File: src/rtl/prime_factor_if.sv
// Handshake bundle for prime_factor: request/status, factor output stream,
// and the link to the upstream prime generator.
// PRIME_FACTOR_MERGE_EN adds out_exp (multiplicity of each emitted prime).
interface prime_factor_if;
    logic        start;
    logic [15:0] n;
    logic        out_valid;
    logic        out_ready;
    logic [15:0] out_res;
`ifdef PRIME_FACTOR_MERGE_EN
    logic [3:0]  out_exp;
`endif
    logic        done;
    logic        error;
    logic        busy;
    logic        pg_rst;
    logic        pg_go;
    logic        pg_ready;
    logic        pg_error;
    logic [15:0] pg_res;

    // Factoring block side
    modport master (
`ifdef PRIME_FACTOR_MERGE_EN
        output out_exp,
`endif
        input  start, n, out_ready, pg_ready, pg_error, pg_res,
        output out_valid, out_res, done, error, busy, pg_rst, pg_go
    );

    // Environment side (requester, consumer, prime generator)
    modport slave (
`ifdef PRIME_FACTOR_MERGE_EN
        input  out_exp,
`endif
        output start, n, out_ready, pg_ready, pg_error, pg_res,
        input  out_valid, out_res, done, error, busy, pg_rst, pg_go
    );
endinterface

File: src/rtl/prime_factor.sv
// Prime factorisation of a 16-bit value by trial division against primes
// streamed from an external generator. Each candidate division is a 16-step
// restoring divider (one quotient bit per cycle, no multiplier).
// Optional feature: PRIME_FACTOR_MERGE_EN -- emit each distinct prime once
// together with its multiplicity on out_exp instead of once per multiplicity.
module prime_factor (
    input  logic          clk,
    input  logic          rst,
    prime_factor_if.master bus
);

    typedef enum logic [2:0] {
        IDLE, PG_RESET, PG_WAIT, DIVIDE, EMIT, NEXT, FINISH
    } state_t;

    // What to do once the consumer takes the factor currently on out_res
    typedef enum logic [1:0] {
        POST_FINISH, POST_DIVIDE, POST_NEXT, POST_EMIT_M
    } post_t;

    state_t      state;
    post_t       post;
    logic [15:0] m;         // remaining cofactor
    logic [15:0] p;         // current trial prime
    logic [15:0] rem;       // divider partial remainder (always < p)
    logic [15:0] quo;       // dividend shifting out / quotient shifting in
    logic [3:0]  cnt;       // divider step
    logic        discard;   // next generator value is the post-reset dummy 1
    logic        seen_low;  // pg_ready has been low since the last pg_go
`ifdef PRIME_FACTOR_MERGE_EN
    logic [3:0]  exp_cnt;   // multiplicity of p found so far
`endif

    logic [16:0] rem_sh;
    logic [17:0] diff;
    logic [15:0] rem_n;
    logic [15:0] quo_n;

    // One restoring-division step: shift in next dividend bit, trial subtract
    always_comb begin
        rem_sh = {rem, quo[15]};
        diff   = {1'b0, rem_sh} - {2'b00, p};
        if (diff[17]) begin
            rem_n = rem_sh[15:0];
            quo_n = {quo[14:0], 1'b0};
        end else begin
            rem_n = diff[15:0];
            quo_n = {quo[14:0], 1'b1};
        end
    end

    // Control FSM with registered outputs
    always_ff @(posedge clk or negedge rst) begin
        if (!rst) begin
            state         <= IDLE;
            post          <= POST_FINISH;
            m             <= '0;
            p             <= '0;
            rem           <= '0;
            quo           <= '0;
            cnt           <= '0;
            discard       <= 1'b0;
            seen_low      <= 1'b0;
            bus.out_valid <= 1'b0;
            bus.out_res   <= '0;
            bus.done      <= 1'b0;
            bus.error     <= 1'b0;
            bus.busy      <= 1'b0;
            bus.pg_go     <= 1'b0;
            bus.pg_rst    <= 1'b0;
`ifdef PRIME_FACTOR_MERGE_EN
            exp_cnt       <= '0;
            bus.out_exp   <= '0;
`endif
        end else begin
            // Pulsed outputs default low
            bus.done   <= 1'b0;
            bus.pg_go  <= 1'b0;
            bus.pg_rst <= 1'b0;

            case (state)
                IDLE: begin
                    if (bus.start) begin
                        bus.busy  <= 1'b1;
                        bus.error <= 1'b0;
`ifdef PRIME_FACTOR_MERGE_EN
                        exp_cnt   <= '0;
`endif
                        if (bus.n == 16'd0) begin
                            bus.error <= 1'b1;
                            state     <= FINISH;
                        end else if (bus.n == 16'd1) begin
                            state <= FINISH;
                        end else begin
                            m          <= bus.n;
                            bus.pg_rst <= 1'b1;
                            state      <= PG_RESET;
                        end
                    end
                end

                PG_RESET: begin
                    // The generator restarts from its dummy value; its ready
                    // need not toggle first, so treat the low phase as seen.
                    discard  <= 1'b1;
                    seen_low <= 1'b1;
                    state    <= PG_WAIT;
                end

                PG_WAIT: begin
                    if (bus.pg_error) begin
                        bus.error <= 1'b1;
                        state     <= FINISH;
                    end else if (!bus.pg_ready) begin
                        seen_low <= 1'b1;
                    end else if (seen_low) begin
                        if (discard) begin
                            discard   <= 1'b0;
                            seen_low  <= 1'b0;
                            bus.pg_go <= 1'b1;
                        end else begin
                            p     <= bus.pg_res;
                            rem   <= '0;
                            quo   <= m;
                            cnt   <= '0;
                            state <= DIVIDE;
                        end
                    end
                end

                DIVIDE: begin
                    rem <= rem_n;
                    quo <= quo_n;
                    cnt <= cnt + 4'd1;
                    if (cnt == 4'd15) begin
`ifdef PRIME_FACTOR_MERGE_EN
                        if (rem_n == '0) begin
                            m       <= quo_n;
                            exp_cnt <= exp_cnt + 4'd1;
                            if (quo_n == 16'd1) begin
                                bus.out_res   <= p;
                                bus.out_exp   <= exp_cnt + 4'd1;
                                bus.out_valid <= 1'b1;
                                post          <= POST_FINISH;
                                state         <= EMIT;
                            end else begin
                                // Same prime again on the reduced cofactor
                                rem <= '0;
                                quo <= quo_n;
                                cnt <= '0;
                            end
                        end else if (exp_cnt != '0) begin
                            bus.out_res   <= p;
                            bus.out_exp   <= exp_cnt;
                            bus.out_valid <= 1'b1;
                            post          <= (quo_n < p) ? POST_EMIT_M : POST_NEXT;
                            state         <= EMIT;
                        end else if (quo_n < p) begin
                            bus.out_res   <= m;
                            bus.out_exp   <= 4'd1;
                            bus.out_valid <= 1'b1;
                            post          <= POST_FINISH;
                            state         <= EMIT;
                        end else begin
                            state <= NEXT;
                        end
`else
                        if (rem_n == '0) begin
                            m             <= quo_n;
                            bus.out_res   <= p;
                            bus.out_valid <= 1'b1;
                            post          <= (quo_n == 16'd1) ? POST_FINISH : POST_DIVIDE;
                            state         <= EMIT;
                        end else if (quo_n < p) begin
                            // p*p > m with no divisor found: m itself is prime
                            bus.out_res   <= m;
                            bus.out_valid <= 1'b1;
                            post          <= POST_FINISH;
                            state         <= EMIT;
                        end else begin
                            state <= NEXT;
                        end
`endif
                    end
                end

                EMIT: begin
                    if (bus.out_ready) begin
                        bus.out_valid <= 1'b0;
                        case (post)
                            POST_DIVIDE: begin
                                rem   <= '0;
                                quo   <= m;
                                cnt   <= '0;
                                state <= DIVIDE;
                            end
                            POST_NEXT:   state <= NEXT;
                            POST_EMIT_M: begin
                                // Leftover cofactor is prime; emit it next
                                bus.out_res   <= m;
                                bus.out_valid <= 1'b1;
`ifdef PRIME_FACTOR_MERGE_EN
                                bus.out_exp   <= 4'd1;
`endif
                                post          <= POST_FINISH;
                            end
                            default:     state <= FINISH;
                        endcase
                    end
                end

                NEXT: begin
                    bus.pg_go <= 1'b1;
                    seen_low  <= 1'b0;
`ifdef PRIME_FACTOR_MERGE_EN
                    exp_cnt   <= '0;
`endif
                    state     <= PG_WAIT;
                end

                FINISH: begin
                    bus.done <= 1'b1;
                    bus.busy <= 1'b0;
                    state    <= IDLE;
                end

                default: state <= IDLE;
            endcase
        end
    end

endmodule

File: src/flat_wrapper.sv
// flat-port wrapper written by rule: the top's interface ports become plain ports
module prime_factor_flat 
  (clk, rst, bus_start, bus_n, bus_out_ready, bus_pg_ready, bus_pg_error, bus_pg_res, bus_out_valid, bus_out_res, bus_done, bus_error, bus_busy, bus_pg_rst, bus_pg_go);
  prime_factor_if bus_i ();
  input  logic clk;
  input  logic rst;
  input wire logic [$bits(bus_i.start)-1:0] bus_start;
  input wire logic [$bits(bus_i.n)-1:0] bus_n;
  input wire logic [$bits(bus_i.out_ready)-1:0] bus_out_ready;
  input wire logic [$bits(bus_i.pg_ready)-1:0] bus_pg_ready;
  input wire logic [$bits(bus_i.pg_error)-1:0] bus_pg_error;
  input wire logic [$bits(bus_i.pg_res)-1:0] bus_pg_res;
  output wire logic [$bits(bus_i.out_valid)-1:0] bus_out_valid;
  output wire logic [$bits(bus_i.out_res)-1:0] bus_out_res;
  output wire logic [$bits(bus_i.done)-1:0] bus_done;
  output wire logic [$bits(bus_i.error)-1:0] bus_error;
  output wire logic [$bits(bus_i.busy)-1:0] bus_busy;
  output wire logic [$bits(bus_i.pg_rst)-1:0] bus_pg_rst;
  output wire logic [$bits(bus_i.pg_go)-1:0] bus_pg_go;
  assign bus_i.start = bus_start;
  assign bus_i.n = bus_n;
  assign bus_i.out_ready = bus_out_ready;
  assign bus_i.pg_ready = bus_pg_ready;
  assign bus_i.pg_error = bus_pg_error;
  assign bus_i.pg_res = bus_pg_res;
  assign bus_out_valid = bus_i.out_valid;
  assign bus_out_res = bus_i.out_res;
  assign bus_done = bus_i.done;
  assign bus_error = bus_i.error;
  assign bus_busy = bus_i.busy;
  assign bus_pg_rst = bus_i.pg_rst;
  assign bus_pg_go = bus_i.pg_go;
  prime_factor u_core (.clk(clk), .rst(rst), .bus(bus_i));
endmodule
File: config.mk
export PLATFORM = sky130hd
export DESIGN_NAME = prime_factor_flat
export DESIGN_NICKNAME = d
export VERILOG_FILES = /design/src/rtl/prime_factor_if.sv /design/src/rtl/prime_factor.sv /design/src/flat_wrapper.sv
export SDC_FILE = /design/constraint.sdc
export NUM_CORES = 1
export LEC_CHECK = 0
export BUFFER_PORTS_ARGS = -buffer_cell sky130_fd_sc_hd__buf_2
export CAP_MARGIN = 20
export CORE_ASPECT_RATIO = 1.75
export CORE_MARGIN = 3
export CORE_UTILIZATION = 54
export CTS_CLUSTER_DIAMETER = 150
export DETAILED_ROUTE_END_ITERATION = 12
export GPL_ROUTABILITY_DRIVEN = 0
export PLACE_DENSITY = 0.77
export SLEW_MARGIN = 20
export SYNTH_ARGS = -nofsm -noshare
export SYNTH_HDL_FRONTEND = slang
export SYNTH_SLANG_ARGS = --single-unit
File: constraint.sdc
create_clock -name clk -period 3.3 [get_ports clk]
set_clock_uncertainty 0.05 [all_clocks]
set_input_delay 0.33 -clock clk [delete_from_list [all_inputs] [get_ports clk]]
set_output_delay 0.33 -clock clk [all_outputs]
set_load 0.02 [all_outputs]
==> metrics <==
leakage approximately 0.0036 µW; Tcrit/Tclk final a little over nine tenths; yosys warns 0; 1st-iter DRT viols 593; CTS tree done; CTS Sinks between 90 and 100; core area 0.0107 mm²; Worst Path Required 3.48 ns; CTS Buf Count 9; Clock Latency Late Sink 0.35 ns; H-Tree Level Count 3; WP data arrival ~3.4 ns; Synth Register Bits 96; Tot Pwr 9380 µW; Die ar. 0.0123 mm²; Hold Violations, Final 0; Min Clock Period, post-route 3.24 ns; worst slew pin tran 0.772 ns; Detailed Routing Iterations Pass 1 6; DP Wirelength ~14,000 µm; Total Wirelength 19,400 µm; FP Rows 50; port bufs 59; vias 5,885; Routed wire per std cell ~21 µm; critical path type flop to flop; Residual DRC 0; I/O pin total 60; Die Width 85.3 µm; Most common cell on crit path buf_4; Vias/cell between 6 and 7; final setup TNS 0 ns; Async S/R FF share, synth 100%; Crit path largest cell delay 0.37 ns; critical path fanouts, max 5; Worst path slowest cell or3_4; Max IR drop VDD around 620 µV; # hold bufs at CTS 0; global route total overflow 0; worst rel slew slack 48.6%; Tot GR Track Use between 30% and 40%; initial antenna violation count 0; Worst setup SP type flop; final hold slack about 0.0047 ns; CP Cell Sequence inv_1 > ha_4 > o211ai_2 > a21oi_4 > buf_4 > o211a_4 > a21oi_2 > or3_4 > and4b_4 > o221a_4 > a21o_1 > buf_4 > mux2_4; Setup crit end kind flop; clock buffer depth 2; number of distinct library cells after synthesis 68; HP Class primary input to asynchronous set/reset pin; Max Slew Vio Count 0; NumNets Final 840; Max Cap Violations 0; clock slew at reported path FFs about 0.07 ns; antenna cells 0; syn_nets 728; final core utilization a little over two thirds; fmax 0.309 GHz; number of global-route vias before repair 5,858; root buffer cell clkbuf_16; status completed; Post-synth EDFFs 0; layout cell share with drive strength beyond 1 just under 30%; final setup violating endpoints 0; largest net degree at the start of global routing 59; Post-Syn Area per Cell 9.04 µm²; Post-Synthesis Cells about 660; first-pass GRT wire length 29,800 µm; pwr dens ~1300 mW/mm²; antenna violation net count after detailed routing 0; Die Ht 145 µm; post-synthesis sequential area ratio 40.5%; Primary FF master, synth dfrtp_1; initial cell density of the core 55.5%; area delta synth->final 25.3%; mapped cell area between 0.005 and 0.006 mm²
[sequential cells by signal (all words and copies together), names as in the netlist]
register,cells
u_core.bus.busy,1
u_core.bus.done,1
u_core.bus.error,1
u_core.bus.out_res,16
u_core.bus.out_valid,1
u_core.bus.pg_go,1
u_core.bus.pg_rst,1
u_core.cnt,4
u_core.discard,1
u_core.m,16
u_core.p,16
u_core.post,1
u_core.quo,16
u_core.rem,16
u_core.seen_low,1
u_core.state,3
[power breakdown]
| part | leakage [µW] | total, µW | internal (µW) | switching, µW |
|---|---|---|---|---|
| sequential | 0.00120 | 2250 | 1710 | 545 |
| clock | 0.000167 | 1220 | 746 | 470 |
| combinational | 0.00225 | 5910 | 2650 | 3260 |
[final cells by class]
cell class / instances / area (µm²)
inverters: 21 / 78.8
clock inverters: 6 / 113
repair buffers: 137 / 891
flip-flops and latches: 96 / 2400
fillers: 768 / 3260
multi-input cells: 504 / 3560
well taps: 130 / 163
clock buffers: 10 / 229
[worst max-delay path: cells and delay by family (launching register included)]
kind / cells / cell delay [ns]
DFF: 1 / 0.36
muxes: 1 / 0.29
and+or+nand+nor: 2 / 0.58
adders and majority gates: 1 / 0.31
AOI/OAI and AO/OA: 6 / 1.10
buffers and inverters: 3 / 0.42
[stage by stage]
step / cells / area [µm²] / worst slack (ns)
after floorplan: 657 / 5940 / 0.0180
after CTS: 899 / 7190 / 0.0183
after global placement: 876 / 6730 / -0.0862
after global routing: 904 / 7440 / -0.0604
final: 904 / 7440 / 0.0619
after detailed placement: 876 / 6730 / -0.164
[synth_stat cells, drive strengths merged (9+ instances only)]
master	n	area share [%]
nand2	132	8.4
and2	9	0.97
a21oi	34	3.1
o21a	10	1.3
o21ai	54	4.8
dfrtp	96	40
nand3	14	1.2
ha	32	6.7
nor3	18	1.5
nor2	28	1.8
and3	19	2.1
inv	21	1.3
nor4	9	1.2
a21o	13	1.6
buf	14	1.6
mux2	17	3.9
clkbuf	22	1.4
a221o	17	2.9
[path summary, 6_finish.rpt]
kind | cells past startpoint | slack [ns] | end | from
min | 1 | 0.005 | u_core.bus.out_res[15] | rst
min in group clk | 3 | 0.14 | u_core.p[9] | bus_pg_res[9]
max reg2reg | 13 | 0.06 | u_core.m[7] | u_core.p[4]
max | 13 | 0.06 | u_core.m[7] | u_core.p[4]
max in group asynchronous | 2 | 2.40 | u_core.quo[2] | rst
min reg2reg | 2 | 0.43 | u_core.bus.out_valid | u_core.bus.out_valid
[cells by family (layout without fill, tap and decap cells)]
| logic type | count (synthesis) | after routing | synth area share [%] |
|---|---|---|---|
| simple gates | 260 | 260 | 20.8 |
| compound gates | 181 | 181 | 21.4 |
| flops | 96 | 96 | 40.5 |
| buf+inv | 57 | 174 | 4.32 |
| fa+ha+maj | 33 | 33 | 7.08 |
| mux | 24 | 24 | 5.04 |
| xor+xnor | 6 | 6 | 0.885 |
[placed cells by master (no fill, tap or decap), drive strengths merged, types with 4 or more instances in the layout]
cell	n
a211oi	7
a21o	13
a21oi	34
a221o	17
a22oi	7
and2	9
and3	19
buf	137
clkbuf	10
dfrtp	96
ha	32
inv	23
mux2	17
mux2i	7
nand2	132
nand3	14
nand4	7
nor2	28
nor2b	7
nor3	18
nor4	9
o211ai	6
o21a	10
o21ai	54
or3	4
xnor2	5
[repair_timing]
| item | CTS | global route |
|---|---|---|
| gates cloned | 1 | 0 |
| buffers inserted | 6 | 5 |
| pin swaps | 9 | 13 |
| endpoints found under the setup margin | 32 | 33 |
| resized for setup | 18 | 42 |
[metal layers]
layer / vias to the layer above / GRT usage, % / share of wire [%]
li1: 2610 / - / -
met1: 2875 / 34.0 / 36
met2: 315 / 56.5 / 53
met3: 85 / 3.68 / 5.7
met4: 0 / 17.1 / 5.4
met5: - / 0 / 0
Note: power is estimated with default switching activity, not from simulation.
